**config.mk**
```make
export PLATFORM = sky130hd
export DESIGN_NAME = updown_cnt_sched
export DESIGN_NICKNAME = d
export VERILOG_FILES = /design/src/rtl/updown_pkg.sv /design/src/rtl/updown_step.sv /design/src/rtl/updown_cnt_sched.sv
export SDC_FILE = /design/constraint.sdc
export NUM_CORES = 1
export LEC_CHECK = 0
export CORE_UTILIZATION = 25
export CTS_CLUSTER_DIAMETER = 30
export DETAILED_ROUTE_END_ITERATION = 8
export HOLD_SLACK_MARGIN = 0.06
export PLACE_DENSITY = 0.56
export SLEW_MARGIN = 20
export SYNTH_ARGS = -nofsm -noshare
export SYNTH_HDL_FRONTEND = slang
export SYNTH_SLANG_ARGS = --single-unit
```
**constraint.sdc**
```tcl
create_clock -name clk -period 3 [get_ports clk]
set_clock_uncertainty 0.05 [all_clocks]
set_input_delay 0.45 -clock clk [delete_from_list [all_inputs] [get_ports clk]]
set_output_delay 0.45 -clock clk [all_outputs]
set_load 0.005 [all_outputs]
```
**src/rtl/updown_pkg.sv**
```systemverilog
// Shared types and constants for the two-requester up/down counter scheduler.
package updown_pkg;

    typedef enum logic [1:0] {
        IDLE = 2'd0,
        LOAD = 2'd1,
        RUN  = 2'd2,
        DONE = 2'd3
    } state_t;

    localparam logic DIR_UP   = 1'b1;
    localparam logic DIR_DOWN = 1'b0;

    localparam int DEF_WIDTH    = 4;
    localparam int DEF_PRESCALE = 1;

    // Round-robin pick: a sole requester wins, a tie goes to the one not served last.
    function automatic logic pick_winner(input logic [1:0] req, input logic last_id);
        logic w;
        case (req)
            2'b01:   w = 1'b0;
            2'b10:   w = 1'b1;
            default: w = ~last_id;
        endcase
        return w;
    endfunction

endpackage

```
**src/rtl/updown_step.sv**
```systemverilog
// Counter register with load and modulo-2^WIDTH up/down step; also exposes the
// value the next step would produce so the scheduler can detect the end value.
module updown_step
    import updown_pkg::*;
#(
    parameter int WIDTH = DEF_WIDTH
) (
    input  logic             clk,
    input  logic             rst,
    input  logic             load,
    input  logic [WIDTH-1:0] load_val,
    input  logic             step,
    input  logic             dir,
    output logic [WIDTH-1:0] q,
    output logic [WIDTH-1:0] nxt
);

    localparam logic [WIDTH-1:0] ONE = {{(WIDTH-1){1'b0}}, 1'b1};

    function automatic logic [WIDTH-1:0] step_val(input logic [WIDTH-1:0] v, input logic d);
        return (d == DIR_UP) ? (v + ONE) : (v - ONE);
    endfunction

    assign nxt = step_val(q, dir);

    always_ff @(posedge clk or negedge rst) begin
        if (!rst) begin
            q <= '0;
        end else if (load) begin
            q <= load_val;
        end else if (step) begin
            q <= nxt;
        end
    end

endmodule

```
**src/rtl/updown_cnt_sched.sv**
```systemverilog
// Round-robin scheduler sharing one bounded up/down counter between two
// requesters; each command loads a start value and steps to an end value.
module updown_cnt_sched
    import updown_pkg::*;
#(
    parameter int WIDTH    = DEF_WIDTH,
    parameter int PRESCALE = DEF_PRESCALE
) (
    input  logic               clk,
    input  logic               rst,
    input  logic [1:0]         req,
    input  logic [1:0]         req_dir,
    input  logic [2*WIDTH-1:0] req_start,
    input  logic [2*WIDTH-1:0] req_end,
    input  logic               abort,
    output logic [1:0]         gnt,
    output logic               busy,
    output logic [WIDTH-1:0]   cnt_q,
    output logic               cnt_dir,
    output logic               done,
    output logic               done_id,
    output logic               done_abort
);

    localparam logic [7:0] PS_LAST = 8'(PRESCALE - 1);

    state_t           state;
    logic [7:0]       ps_cnt;
    logic             last_id;
    logic             owner;
    logic             win;
    logic             lat_dir;
    logic [WIDTH-1:0] lat_start;
    logic [WIDTH-1:0] lat_end;
    logic [WIDTH-1:0] cnt_nxt;
    logic             do_load;
    logic             do_step;
    logic             accept;

    assign win     = pick_winner(req, last_id);
    assign accept  = (state == IDLE) && (req != 2'b00);
    assign do_load = (state == LOAD) && !abort;
    assign do_step = (state == RUN) && !abort && (ps_cnt == PS_LAST);

    updown_step #(
        .WIDTH (WIDTH)
    ) u_step (
        .clk      (clk),
        .rst      (rst),
        .load     (do_load),
        .load_val (lat_start),
        .step     (do_step),
        .dir      (cnt_dir),
        .q        (cnt_q),
        .nxt      (cnt_nxt)
    );

    // Command fields are pure data: captured at accept, no reset needed.
    always_ff @(posedge clk) begin
        if (accept) begin
            lat_dir   <= req_dir[win];
            lat_start <= win ? req_start[2*WIDTH-1:WIDTH] : req_start[WIDTH-1:0];
            lat_end   <= win ? req_end[2*WIDTH-1:WIDTH]   : req_end[WIDTH-1:0];
        end
    end

    always_ff @(posedge clk or negedge rst) begin
        if (!rst) begin
            state      <= IDLE;
            gnt        <= 2'b00;
            busy       <= 1'b0;
            done       <= 1'b0;
            done_id    <= 1'b0;
            done_abort <= 1'b0;
            cnt_dir    <= DIR_UP;
            ps_cnt     <= 8'd0;
            last_id    <= 1'b1;
            owner      <= 1'b0;
        end else begin
            gnt        <= 2'b00;
            done       <= 1'b0;
            done_abort <= 1'b0;
            case (state)
                IDLE: begin
                    if (accept) begin
                        owner   <= win;
                        last_id <= win;
                        gnt     <= win ? 2'b10 : 2'b01;
                        busy    <= 1'b1;
                        state   <= LOAD;
                    end
                end
                LOAD: begin
                    if (abort) begin
                        state      <= DONE;
                        busy       <= 1'b0;
                        done       <= 1'b1;
                        done_abort <= 1'b1;
                        done_id    <= owner;
                    end else begin
                        cnt_dir <= lat_dir;
                        ps_cnt  <= 8'd0;
                        if (lat_start == lat_end) begin
                            state   <= DONE;
                            busy    <= 1'b0;
                            done    <= 1'b1;
                            done_id <= owner;
                        end else begin
                            state <= RUN;
                        end
                    end
                end
                RUN: begin
                    // Abort wins over a coincident final step.
                    if (abort) begin
                        state      <= DONE;
                        busy       <= 1'b0;
                        done       <= 1'b1;
                        done_abort <= 1'b1;
                        done_id    <= owner;
                    end else if (ps_cnt == PS_LAST) begin
                        ps_cnt <= 8'd0;
                        if (cnt_nxt == lat_end) begin
                            state   <= DONE;
                            busy    <= 1'b0;
                            done    <= 1'b1;
                            done_id <= owner;
                        end
                    end else begin
                        ps_cnt <= ps_cnt + 8'd1;
                    end
                end
                DONE: begin
                    state <= IDLE;
                end
                default: begin
                    state <= IDLE;
                    busy  <= 1'b0;
                end
            endcase
        end
    end

endmodule
```
==> metrics <==
outcome finished, final reports clean; layout cells sized above 1 between 10% and 20%; DRC Markers 0; Top Ports 34; Core Box Area 6944 sq um; fin area 2374 sq um; clock root buffer clkbuf_8; TritonRoute pass-1 iters 4; Die X slightly below 90 um; Worst Setup EP busy; vias per cell 4.270; row count 30; antenna violations before repair 0; FMAX approximately 430 MHz; Final Max Slew Viols 0; hold-fix buffers at CTS 0; H-tree levels 2; Num CTS Buffers 5; CP arrival 2.46 ns; Max Cap Violations 0; Pwr per Cell Area 884.7 nW/um^2; # port buffers 33; fin crit share 78.31%; P&R area growth vs syn 29.40%; wire per inst between 10 and 15 um; Antenna Diode Count 0; CTS sink cnt 32; r2r setup slk 0.65 ns; Nets 241; Cell variety after synth 40; WL final approximately 3.7 mm; Mapped Cells 168; total overflow reported by the global router 0; CTS tree yes; GRT Resource Usage Total around 11%; Synth Warn # 0; Critical Path Source u_step.q[0]; vias in the first global route 1314; mapped cell area ~1800 sq um; Place WS about 0.65 ns; starting DRC count in detailed routing 44; worst skew pair latency 0.28 ns; Worst R2R Start u_step.q[0]; Die Ht 87.66 um; final hold viol count 0; Worst R2R End busy; Synth Flop Type dfrtp_1; Antenna Violating Nets Remaining 0; global-route wire length before repair 6.444 mm; final setup vio count 0; P_leak roughly 1 nW; Fill cells 720; CP Launch Type flip-flop; ys async rst share 71.88%; Final TNS setup 0 ns; Mean Syn Cell Area 10.92 sq um; worst-margin pin slew roughly 0.63 ns; die area around 7700 sq um; Syn Nets a little over 200; Crit Path Max Fanout 6; Clk pin slew, worst setup/hold paths 0.07 ns; Reg2Reg Depth 7; worst setup margin 0.6507 ns; RD Place Congestion 0.8120; detailed-route via count 1298; Crit. End Element flip-flop; Worst slew margin 57.33%; RSZ-0062 raised after global routing false; CTS resizes 0; post-layout min period 2.349 ns; flop and latch count out of synthesis 32; Crit Path Class flip-flop to flip-flop; DP Area 2292 sq um; post-CTS setup buffer count 0; sequential area share after synthesis 46.25%; Initial Util 26.41%; Critical Path RT 3.11 ns; largest net degree at the start of global routing 24; DPL Wire Length around 2.8 mm; EDFF count, synth 9; Clock Path Buffers 2; VDD IR max 274.5 uV; worst min path class flip-flop to flip-flop
[logic make-up (layout without fill, tap and decap cells)]
logic type               count (synthesis)  in the layout  synth area share (%)
AND/OR/NAND/NOR                         50             50                 15.76
flip-flops                              32             32                 46.25
AO/OA/AOI/OAI                           26             26                 9.687
buffers and inverters                   20             60                 4.093
XOR/XNOR                                15             15                 7.913
multiplexers                            14             14                 8.390
adder cells (fa/ha/maj)                 11             11                 7.913
[final cells by class]
class / instances / area [sq um] / area share, %
Clock buffer: 7 / 76.32 / 3.216
Clock inverter: 1 / 5.005 / 0.2109
Inverter: 16 / 60.06 / 2.530
Multi-Input combinational cell: 116 / 910.9 / 38.38
Sequential cell: 32 / 848.3 / 35.74
Tap cell: 96 / 120.1 / 5.061
Timing Repair Buffer: 36 / 352.8 / 14.87
[layer usage]
metal,vias up,GRT usage (%),wire (um),share of wire (%)
met5,-,0,0,0
met4,0,4.918,43,1.2
met3,4,2.828,129,3.5
met2,25,16.83,1661,45
met1,602,15.28,1836,50
li1,667,-,-,-
[per-stage QoR]
stage	cells	total power, mW	util, %	hold slack [ns]
floorplan	168	1.468	-	0.1044
global placement	296	1.797	33.01	0.4090
detailed placement	296	1.805	33.01	0.4147
CTS	304	2.134	34.18	0.4332
global route	304	2.296	34.18	0.4504
finish	304	2.100	34.18	0.4264
[Yosys cell counts (all sizes together), types with 4 or more instances]
library cell / instances / area share, %
dfrtp: 21 / 29
inv: 16 / 3.3
mux2: 11 / 6.8
xor2: 11 / 5.3
ha: 10 / 6.8
nor2: 10 / 2.0
edfxtp: 9 / 15
nand2: 9 / 1.8
o21ai: 9 / 2.5
a21oi: 7 / 2.1
nand4: 6 / 2.4
and2: 5 / 1.7
and3: 5 / 2.0
clkbuf: 4 / 0.82
[where the power goes]
part | switching (mW) | internal (mW) | leakage (nW)
registers | 0.102 | 0.600 | 0.374
logic | 0.573 | 0.512 | 0.588
clock network | 0.151 | 0.163 | 0.0422
total | 0.826 | 1.27 | 1.00
[registers in the layout, indices dropped and copies added (netlist names)]
name	flops
busy	1
done_id	1
last_id	1
owner	1
lat_dir	1
lat_end	4
done	1
gnt	2
state	2
done_abort	1
lat_start	4
cnt_dir	1
ps_cnt	8
u_step.q	4
[worst min-delay path by stage]
| stage | from | end | cells past startpoint |
|---|---|---|---|
| after detailed placement | lat_dir | cnt_dir | 2 |
| final | lat_dir | cnt_dir | 2 |
| after CTS | lat_dir | cnt_dir | 2 |
| after global placement | owner | owner | 1 |
| after floorplan | rst | busy | 0 |
| after global routing | owner | owner | 1 |
[worst max-delay path: stages, from the launching register on]
cell,delay [ns]
dfrtp_1,0.44
inv_1,0.09
fa_1,0.57
xor2_1,0.19
nand4_2,0.17
o21ai_0,0.26
nand4_1,0.13
mux2_1,0.32
[placed cells by master, fill, tap and decap left out, drive strengths merged, types with 2 or more instances in the layout]
cell and n:
clkdlybuf4s50 33, a21o 2, a21oi 7, mux2 11, inv 16, nor3 3, nand4 6, xor2 11
nand3 2, nor4 2, nand2 9, nor2 10, xnor2 3, o211ai 3, and2 5, clkbuf 7
buf 3, dfrtp 21, dfstp 2, edfxtp 9, o21ai 9, ha 10, mux2i 3, nand2b 3
and3 5
No activity file was read; power rests on OpenSTA's default activity.
